==> src/rtl/key_stim_pkg.sv <==
// key_stim_pkg: shared modes, states, LFSR constants and step function for key_stim_gen
package key_stim_pkg;
  localparam int KS_LFSR_W = 16;
  localparam logic [KS_LFSR_W-1:0] KS_LFSR_TAPS = 16'hB400;
  typedef enum logic [1:0] {KS_RANDOM, KS_INC, KS_FIXED} ks_mode_e;
  typedef enum logic [1:0] {KS_IDLE, KS_WAIT, KS_PRESENT} ks_state_e;
  function automatic logic [KS_LFSR_W-1:0] ks_lfsr_next(input logic [KS_LFSR_W-1:0] v);
    return (v >> 1) ^ (v[0] ? KS_LFSR_TAPS : '0);
  endfunction
endpackage

==> src/rtl/key_stim_lfsr.sv <==
// key_stim_lfsr: 16-bit Galois LFSR advancing once per cycle with step high
// Ports: clk, rst (sync, active high), step (advance), value (current state).
// A zero SEED would lock the LFSR, so it is replaced by 1.
module key_stim_lfsr
  import key_stim_pkg::*;
#(
  parameter logic [KS_LFSR_W-1:0] SEED = 16'hACE1
) (
  input  logic                 clk,
  input  logic                 rst,
  input  logic                 step,
  output logic [KS_LFSR_W-1:0] value
);
  localparam logic [KS_LFSR_W-1:0] INIT = (SEED == '0) ? KS_LFSR_W'(1) : SEED;
  logic [KS_LFSR_W-1:0] value_q;
  always_ff @(posedge clk)
    value_q <= rst ? INIT : step ? ks_lfsr_next(value_q) : value_q;
  assign value = value_q;
endmodule

==> src/rtl/key_stim_gen.sv <==
// key_stim_gen: keyboard stimulus source with random/inc/fixed data and LFSR or fixed gaps
// Ports: clk, rst (sync, active high), enable, mode (0 random, 1 inc, 2/3 fixed),
//   lat_cfg (gap = lat_cfg+1 in inc/fixed), fixed_data, key_ready (consumer accept),
//   key_in / key_d_en (registered key and valid), sent_count (saturating accepted keys).
// Macro KEY_STIM_CNT_EN: when defined, sent_count is implemented; otherwise tied to 0.
module key_stim_gen
  import key_stim_pkg::*;
#(
  parameter int                   DATA_W = 8,
  parameter int                   LAT_W  = 5,
  parameter logic [KS_LFSR_W-1:0] SEED   = 16'hACE1
) (
  input  logic              clk,
  input  logic              rst,
  input  logic              enable,
  input  logic [1:0]        mode,
  input  logic [LAT_W-1:0]  lat_cfg,
  input  logic [DATA_W-1:0] fixed_data,
  input  logic              key_ready,
  output logic [DATA_W-1:0] key_in,
  output logic              key_d_en,
  output logic [15:0]       sent_count
);
  ks_state_e            state_q, state_d;
  logic [LAT_W:0]       cnt_q, cnt_d, lat;
  logic [DATA_W-1:0]    key_q, key_d, inc_q, rnd, dat;
  logic                 den_q, den_d, step, xfer;
  logic [KS_LFSR_W-1:0] lfsr;
  logic                 unused_lfsr;

  key_stim_lfsr #(.SEED(SEED)) u_lfsr (.clk(clk), .rst(rst), .step(step), .value(lfsr));

  assign unused_lfsr = ^lfsr;
  // Fields are taken from the LFSR value before the step that accompanies each state entry.
  assign lat  = (LAT_W+1)'(mode == KS_RANDOM ? lfsr[LAT_W-1:0] : lat_cfg) + (LAT_W+1)'(1);
  assign rnd  = lfsr[LAT_W+DATA_W-1:LAT_W];
  assign dat  = mode == KS_RANDOM ? (&rnd ? '0 : rnd) : mode == KS_INC ? inc_q : fixed_data;
  assign xfer = den_q && key_ready;

  always_comb begin
    state_d = state_q;
    cnt_d   = cnt_q;
    key_d   = key_q;
    den_d   = den_q;
    step    = 1'b0;
    case (state_q)
      KS_IDLE: if (enable) begin
        state_d = KS_WAIT;
        cnt_d   = lat;
        step    = 1'b1;
      end
      KS_WAIT: if (!enable) state_d = KS_IDLE;
      else if (cnt_q == (LAT_W+1)'(1)) begin
        state_d = KS_PRESENT;
        key_d   = dat;
        den_d   = 1'b1;
        step    = 1'b1;
      end else cnt_d = cnt_q - (LAT_W+1)'(1);
      KS_PRESENT: if (xfer) begin
        den_d   = 1'b0;
        state_d = enable ? KS_WAIT : KS_IDLE;
        cnt_d   = enable ? lat : cnt_q;
        step    = enable;
      end
      default: state_d = KS_IDLE;
    endcase
  end

  always_ff @(posedge clk)
    if (rst) begin
      state_q <= KS_IDLE;
      cnt_q   <= '0;
      key_q   <= '1;
      den_q   <= 1'b0;
      inc_q   <= '0;
    end else begin
      state_q <= state_d;
      cnt_q   <= cnt_d;
      key_q   <= key_d;
      den_q   <= den_d;
      inc_q   <= xfer ? inc_q + DATA_W'(1) : inc_q;
    end

  assign key_in   = key_q;
  assign key_d_en = den_q;

`ifdef KEY_STIM_CNT_EN
  logic [15:0] sent_q;
  always_ff @(posedge clk)
    sent_q <= rst ? '0 : (xfer && !(&sent_q)) ? sent_q + 16'd1 : sent_q;
  assign sent_count = sent_q;
`else
  assign sent_count = '0;
`endif
endmodule

==> config.mk <==
export PLATFORM = sky130hd
export DESIGN_NAME = key_stim_gen
export DESIGN_NICKNAME = d
export VERILOG_FILES = /design/src/rtl/key_stim_pkg.sv /design/src/rtl/key_stim_lfsr.sv /design/src/rtl/key_stim_gen.sv
export SDC_FILE = /design/constraint.sdc
export NUM_CORES = 1
export LEC_CHECK = 0
export CORE_MARGIN = 2
export CORE_UTILIZATION = 30
export CTS_CLUSTER_DIAMETER = 150
export CTS_CLUSTER_SIZE = 40
export DETAILED_ROUTE_END_ITERATION = 12
export PLACE_DENSITY_LB_ADDON = 0.2
export SLEW_MARGIN = 25
export SYNTH_ARGS = -nofsm -noshare
export SYNTH_HDL_FRONTEND = slang
export SYNTH_SLANG_ARGS = --single-unit
export TNS_END_PERCENT = 30
==> constraint.sdc <==
create_clock -name clk -period 2.3 [get_ports clk]
set_input_delay 0.46 -clock clk [delete_from_list [all_inputs] [get_ports clk]]
set_output_delay 0.46 -clock clk [all_outputs]
set_load 0.01 [all_outputs]
==> flow_metrics.py, run 1 <==
metrics = {
    "synthesis": {
        "synthArstFlopShare": 0,
        "ys_seq_area_frac": 0.351,
        "yosys.cell_types.count": 50,
        "ys_seq_elements": 41,
        "avgSynthCellArea_um2": 8.29,
        "yosys_warnings": 0,
        "synth_flop_cell": "dfxtp_1",
        "synth_enable_flop_cells": 0,
        "netlist_area_mm2": 0.00234,
        "syn_inst": 282,
    },
    "clock_tree": {
        "cts_tree": "yes",
        "cts_inserted_buffers": 5,
        "clockBufferDepth": 2,
        "cts.sinks": 41,
        "clk_pin_slew_ns": 0.08,
        "clk-insertion-delay-late_ns": 0.30,
        "cts-root-buf": "clkbuf_8",
        "htree_levels": 2,
    },
    "global_route": {
        "grt_start_max_net_pins": 26,
        "grt_pass1_vias": 1985,
        "grt_first_pass_wirelength_um": 9520,
        "antenna_found_initial": 0,
        "gr-total-overflow": 0,
        "grt.total_usage": 0.139,
    },
    "worst_hold_path": {
        "min_from": "u_lfsr.value[15]",
        "hold_path_class": "register to register",
    },
    "timing": {
        "setup_viol": 8,
        "setup_ws_ns": -0.0680,
        "maxSlewHeadroom": 0.645,
        "slew_violations": 0,
        "hold_viol": 0,
        "fin_worst_skew_ns": 0.00743,
        "tightest_slew_ns": 0.528,
        "finalCritPeriodShare": 1.03,
        "rsz0062_at_grt": "yes",
        "timing.fmax_mhz": 422,
        "fin_crit_ns": 2.37,
    },
    "floorplanning": {
        "die_w_um": 92.3,
        "fp.dieH_um": 92.3,
        "rows": 32,
        "ioPinCount": 44,
        "core_mm2": 0.00765,
        "start_util": 0.306,
        "dieArea_mm2": 0.00852,
    },
    "finish": {
        "layout-drive-gt1-share": 0.130,
        "nNetsFinal": 351,
        "fin_area_mm2": 0.00291,
        "area_growth_pct": 24.5,
        "diodes": 0,
    },
    "routing": {
        "drc": 0,
        "dr_total_vias": 2021,
        "wl_per_cell_um": 13.0,
        "wl_um": 5530,
        "drtAntennaViolNets": 0,
        "first_pass_iters": 4,
        "dr.first_iter.drc_count": 104,
        "drt-vias-per-instance": 4.74,
    },
    "worst_setup_path": {
        "end_kind": "register",
        "crit_chain": "inv_2, ha_4, or4b_4, or4b_1, a311o_1, buf_12, a211o_1",
        "critPathLaunch": "cnt_q[1]",
        "critPathKind": "register to register",
        "cpPeakStageDelay_ns": 0.48,
        "cp.required_ns": 2.49,
        "arrival_ns": 2.56,
        "r2r_start": "cnt_q[1]",
        "setup.worst_path.start_class": "register",
        "worst-path-max-fanout": 25,
        "crit_slowest_cell": "or4b_1",
    },
    "place": {
        "port_buffers": 27,
        "gp_congestion": 0.825,
        "hpwl_um": 4120,
        "dpl-instance-area_mm2": 0.00278,
        "pre_cts_ws_ns": -0.405,
    },
    "job": {
        "maxCapViolCount": 0,
    },
    "power_and_ir_drop": {
        "p_per_area_mw_per_mm2": 751,
        "peakVddDrop_uv": 249,
        "p_leak_nw": 1.19,
    },
    "status": {
        "outcome": "finished with violations",
        "violations": "setup timing",
    },
}
stage by stage:
stage,std cells,total power [mW],hold WS [ns],setup TNS (ns),util
2_1_floorplan,297,1.40,0.435,-0.302,-
3_3_place_gp,418,1.61,0.454,-0.974,0.363
3_5_place_dp,418,1.62,0.453,-1.12,0.363
4_1_cts,425,2.21,0.473,-0.498,0.378
5_1_grt,426,2.34,0.513,-1.63,0.381
6_report,426,2.19,0.468,-0.482,0.381
routing by layer:
layer	track usage	wire length, um
met3	0.0252	182
met1	0.190	2740
met2	0.219	2530
met5	0	0
met4	0.0485	76
repair_timing:
| item | 4_1_cts | 5_1_grt |
|---|---|---|
| pin swaps | 1 | 1 |
| hold buffers | 0 | 0 |
| setup buffers | 0 | 1 |
| setup endpoints to repair | 10 | 18 |
| gates cloned | 0 | 0 |
| gates resized for setup | 3 | 5 |
path summary, 6_finish.rpt:
check | end | slack [ns] | depth (start not counted)
worst min-delay path | u_lfsr.value[15] | 0.47 | 1
worst max-delay path | u_lfsr.value[11] | -0.07 | 7
worst max register to register | u_lfsr.value[11] | -0.07 | 7
worst min register to register | u_lfsr.value[15] | 0.47 | 1
synthesized netlist by cell type (2+ instances only):
master	n	area (um2)
a2111oi_0	3	26.3
a211o_1	8	70.1
a211oi_1	3	22.5
a21oi_1	15	75.1
a221oi_1	9	78.8
buf_4	17	128
buf_6	3	33.8
clkbuf_1	8	30.0
dfxtp_1	41	821
ha_1	8	100
inv_1	14	52.6
mux2i_1	11	110
nand2_1	18	67.6
nand3_1	8	40.0
nand3b_1	2	15.0
nand4_1	4	25.0
nor2_1	52	195
nor2b_1	4	25.0
nor4bb_1	2	20.0
o21a_1	3	22.5
o21ai_0	6	30.0
o21bai_1	2	15.0
o31ai_1	2	15.0
or3_1	2	12.5
xnor2_1	6	52.6
xor2_1	7	61.3
logic make-up after synthesis:
family                   Yosys count  synth area share
XOR/XNOR                          13            0.0487
other                              1           0.00160
buffers and inverters             43             0.109
adder cells (fa/ha/maj)            8            0.0428
AND/OR/NAND/NOR                  102             0.204
flip-flops                        41             0.351
multiplexers                      12            0.0519
AO/OA/AOI/OAI                     62             0.192
layout by cell type (no fill, tap or decap), types with 2 or more instances in the layout:
cell and instances:
a211o_1 8, a211oi_1 3, a21oi_1 15, a221oi_1 9
buf_4 21, clkbuf_8 5, clkdlybuf4s50_1 25, conb_1 16
dfxtp_1 39, dlymetal6s2s_1 2, ha_1 7, inv_1 13
mux2i_1 11, nand2_1 18, nand3_1 8, nand3b_1 2
nand4_1 4, nor2_1 51, nor2b_1 4, nor4bb_1 2
o21a_1 3, o21ai_0 6, o21bai_1 2, o31ai_1 2
or3_1 2, xnor2_1 6, xor2_1 7
where the power goes:
part | leakage, nW | total, mW | switching, mW | internal, mW
clock network | 0.0540 | 0.570 | 0.255 | 0.316
logic | 0.801 | 0.721 | 0.368 | 0.353
registers | 0.336 | 0.894 | 0.0922 | 0.802
critical path, delay by kind of cell, from the launching register on:
family,cells,cell delay (ns)
fa+ha+maj,1,0.13
buf+inv,2,0.25
compound gates,2,0.61
flops,1,0.33
simple gates,2,0.94
layout make-up:
cell class | instances | area [um2]
Timing Repair Buffer | 49 | 453
Inverter | 14 | 52.6
Sequential cell | 41 | 826
Fill cell | 804 | 4740
Clock buffer | 5 | 68.8
Multi-Input combinational cell | 213 | 1350
Tap cell | 102 | 128
Clock inverter | 2 | 35.0
registers in the layout, indices dropped and copies added, names as in the netlist:
register,flops
cnt_q,6
inc_q,8
key_d_en,1
key_in,8
state_q,2
u_lfsr.value,16
(Power assumes the default switching activity.)
==> run 2, diff against run 1 <==
==> constraint.sdc (replaced) <==
create_clock -name clk -period 2.3 [get_ports clk]
set_input_delay 0.46 -clock clk [delete_from_list [all_inputs] [get_ports clk]]
set_output_delay 0.46 -clock clk [all_outputs]
set_load 0.05 [all_outputs]
==> results of run 2 <==
The final DEF is identical to that of run 1. Status: finished with violations: setup timing.
Among the figures that moved: total power 2.19 mW -> 2.25 mW
==> run 3, diff against run 2 <==
--- a/config.mk
+++ b/config.mk
@@ -10,6 +10,7 @@
 export CTS_CLUSTER_DIAMETER = 150
 export CTS_CLUSTER_SIZE = 40
 export DETAILED_ROUTE_END_ITERATION = 12
+export GPL_TIMING_DRIVEN = 0
 export PLACE_DENSITY_LB_ADDON = 0.2
 export SLEW_MARGIN = 25
 export SYNTH_ARGS = -nofsm -noshare
==> run 3 against run 2 <==
The run still ends with setup timing left. Highest routed layer unchanged. Wire length rose by 4.2%. Fmax down 3.5%. Via count is 0.99% higher. Critical path type unchanged. Final cell count is 2.8% higher. Non-clock buffer count up 12. Worst setup slack got worse by 0.086 ns. Critical path depth rose by 1. Power up 2.5%. Worst hold slack got worse by 0.054 ns.
==> flow_metrics.py, run 3 (synthesized netlist as in run 1, its figures left out) <==
metrics = {
    "clock_tree": {
        "cts-root-buf": "clkbuf_8",
        "cts.sinks": 41,
        "cts_hold_buf": 0,
        "htree_levels": 2,
        "clockBufferDepth": 2,
        "cts_tree": "yes",
        "clk_pin_slew_ns": 0.09,
        "clk-insertion-delay-late_ns": 0.30,
        "cts_inserted_buffers": 5,
    },
    "finish": {
        "instances_no_fill": 438,
        "layout-drive-gt1-share": 0.152,
        "layout_common_cells": "nor2_1 (50), dfxtp_1 (39), clkdlybuf4s50_1 (24)",
        "nNetsFinal": 363,
        "diodes": 0,
        "final_common_cell": "nor2_1",
        "area_growth_pct": 29.3,
        "largest_register_ff_count": 16,
        "post-route-util": 0.395,
    },
    "routing": {
        "drc": 0,
        "first_pass_iters": 4,
        "dr_total_vias": 2041,
        "wl_um": 5760,
        "dr.first_iter.drc_count": 91,
        "drt-vias-per-instance": 4.66,
        "wl_per_cell_um": 13.2,
        "drtAntennaViolNets": 0,
    },
    "status": {
        "outcome": "finished with violations",
        "violations": "setup timing",
    },
    "power_and_ir_drop": {
        "peakVddDrop_uv": 254,
        "p_leak_nw": 1.24,
        "p_per_area_mw_per_mm2": 762,
    },
    "worst_setup_path": {
        "ff2ff_setup_slack_ns": -0.15,
        "critPathKind": "register to register",
        "r2r_start": "cnt_q[1]",
        "end_kind": "register",
        "arrival_ns": 2.64,
        "worst-path-max-fanout": 10,
        "setup.worst_path.start_class": "register",
        "r2r-end": "u_lfsr.value[15]",
        "rr_worst_depth": 8,
        "cp.required_ns": 2.49,
    },
    "floorplanning": {
        "start_util": 0.306,
        "rows": 32,
        "dieArea_mm2": 0.00852,
        "fp.dieH_um": 92.3,
        "die_w_um": 92.3,
        "core_mm2": 0.00765,
        "ioPinCount": 44,
    },
    "global_route": {
        "antenna_found_initial": 0,
        "grt.total_usage": 0.134,
        "grt_first_pass_wirelength_um": 9000,
        "gr-total-overflow": 0,
        "grt_pass1_vias": 1829,
        "grt_start_max_net_pins": 13,
    },
    "timing": {
        "slew_violations": 0,
        "setup_ws_ns": -0.154,
        "setup_viol": 16,
        "fin_crit_ns": 2.45,
        "finalCritPeriodShare": 1.07,
        "fin_worst_skew_ns": 0.00941,
        "rsz0062_at_grt": "yes",
        "tightest_slew_ns": 0.923,
        "fin_tns_setup_ns": -1.68,
        "maxSlewHeadroom": 0.380,
        "timing.fmax_mhz": 407,
        "hold_viol": 0,
    },
    "worst_hold_path": {
        "min_from": "rst",
        "min_path_cells": 2,
        "hold_path_class": "input port to register",
        "hold-path-endpoint": "cnt_q[4]",
    },
    "place": {
        "hpwl_um": 4210,
        "port_buffers": 26,
        "dpl.cell_count": 425,
        "gp_congestion": 0.781,
    },
    "job": {
        "maxCapViolCount": 0,
    },
}
-- run 3: cell types whose count changed in the layout (fill, tap and decap cells not counted), moves of 2 or more --
cell | previous run | this run
clkbuf_1 | 0 | 5
clkbuf_8 | 5 | 7
dlygate4sd2_1 | 0 | 2
dlymetal6s2s_1 | 2 | 0
-- run 3: how the worst max path moves through the flow --
stage / from / endpoint / slack, ns
6_report: cnt_q[1] / u_lfsr.value[15] / -0.15
5_1_grt: cnt_q[1] / u_lfsr.value[11] / -0.20
4_1_cts: cnt_q[1] / u_lfsr.value[15] / -0.19
3_5_place_dp: mode[0] / cnt_q[4] / -0.83
3_3_place_gp: mode[0] / cnt_q[4] / -0.82
2_1_floorplan: cnt_q[1] / u_lfsr.value[15] / -0.05
-- run 3: final cells by class --
cell class	instances	area (um2)
fill	790	4620
multi-input combinational	213	1360
sequential	41	826
timing repair buffer	32	320
buffer	29	235
tap	102	128
clock buffer	5	68.8
inverter	14	52.6
clock inverter	2	35.0
-- run 3: metal layers --
layer | GRT usage | vias to the layer above | share of wire
met4 | 0.0410 | 0 | 0.012
li1 | - | 1069 | -
met1 | 0.184 | 933 | 0.51
met2 | 0.212 | 33 | 0.45
met3 | 0.0285 | 6 | 0.029
met5 | 0 | - | 0
-- run 3: stage by stage --
| stage | setup WS, ns | cell area (um2) | power (mW) | hold slack (ns) |
|---|---|---|---|---|
| 2_1_floorplan | -0.0476 | 2410 | 1.46 | 0.435 |
| 3_3_place_gp | -0.815 | 2800 | 1.65 | 0.446 |
| 3_5_place_dp | -0.826 | 2800 | 1.65 | 0.457 |
| 4_1_cts | -0.193 | 2980 | 2.28 | 0.407 |
| 5_1_grt | -0.204 | 3020 | 2.43 | 0.429 |
| 6_report | -0.154 | 3020 | 2.30 | 0.414 |
-- run 3: what timing repair did --
| action | CTS | global route |
|---|---|---|
| buffers inserted | 5 | 0 |
| pin swaps | 1 | 5 |
| setup endpoints to repair | 19 | 17 |
| cloned | 0 | 1 |
| resized for setup | 14 | 7 |
| hold endpoints to repair | 0 | 0 |
-- run 3: power breakdown --
part	internal, mW	switching, mW	total (mW)
registers	0.802	0.0972	0.899
logic	0.387	0.446	0.832
clock network	0.316	0.257	0.573
total	1.50	0.800	2.30
-- run 3: worst max-delay path: stages (launching register included) --
cell and delay, ns:
dfxtp_2 0.33, inv_2 0.07, ha_4 0.12, or4b_4 0.46, or4b_1 0.47, a311o_1 0.31
buf_6 0.15, buf_12 0.14, a211o_1 0.28
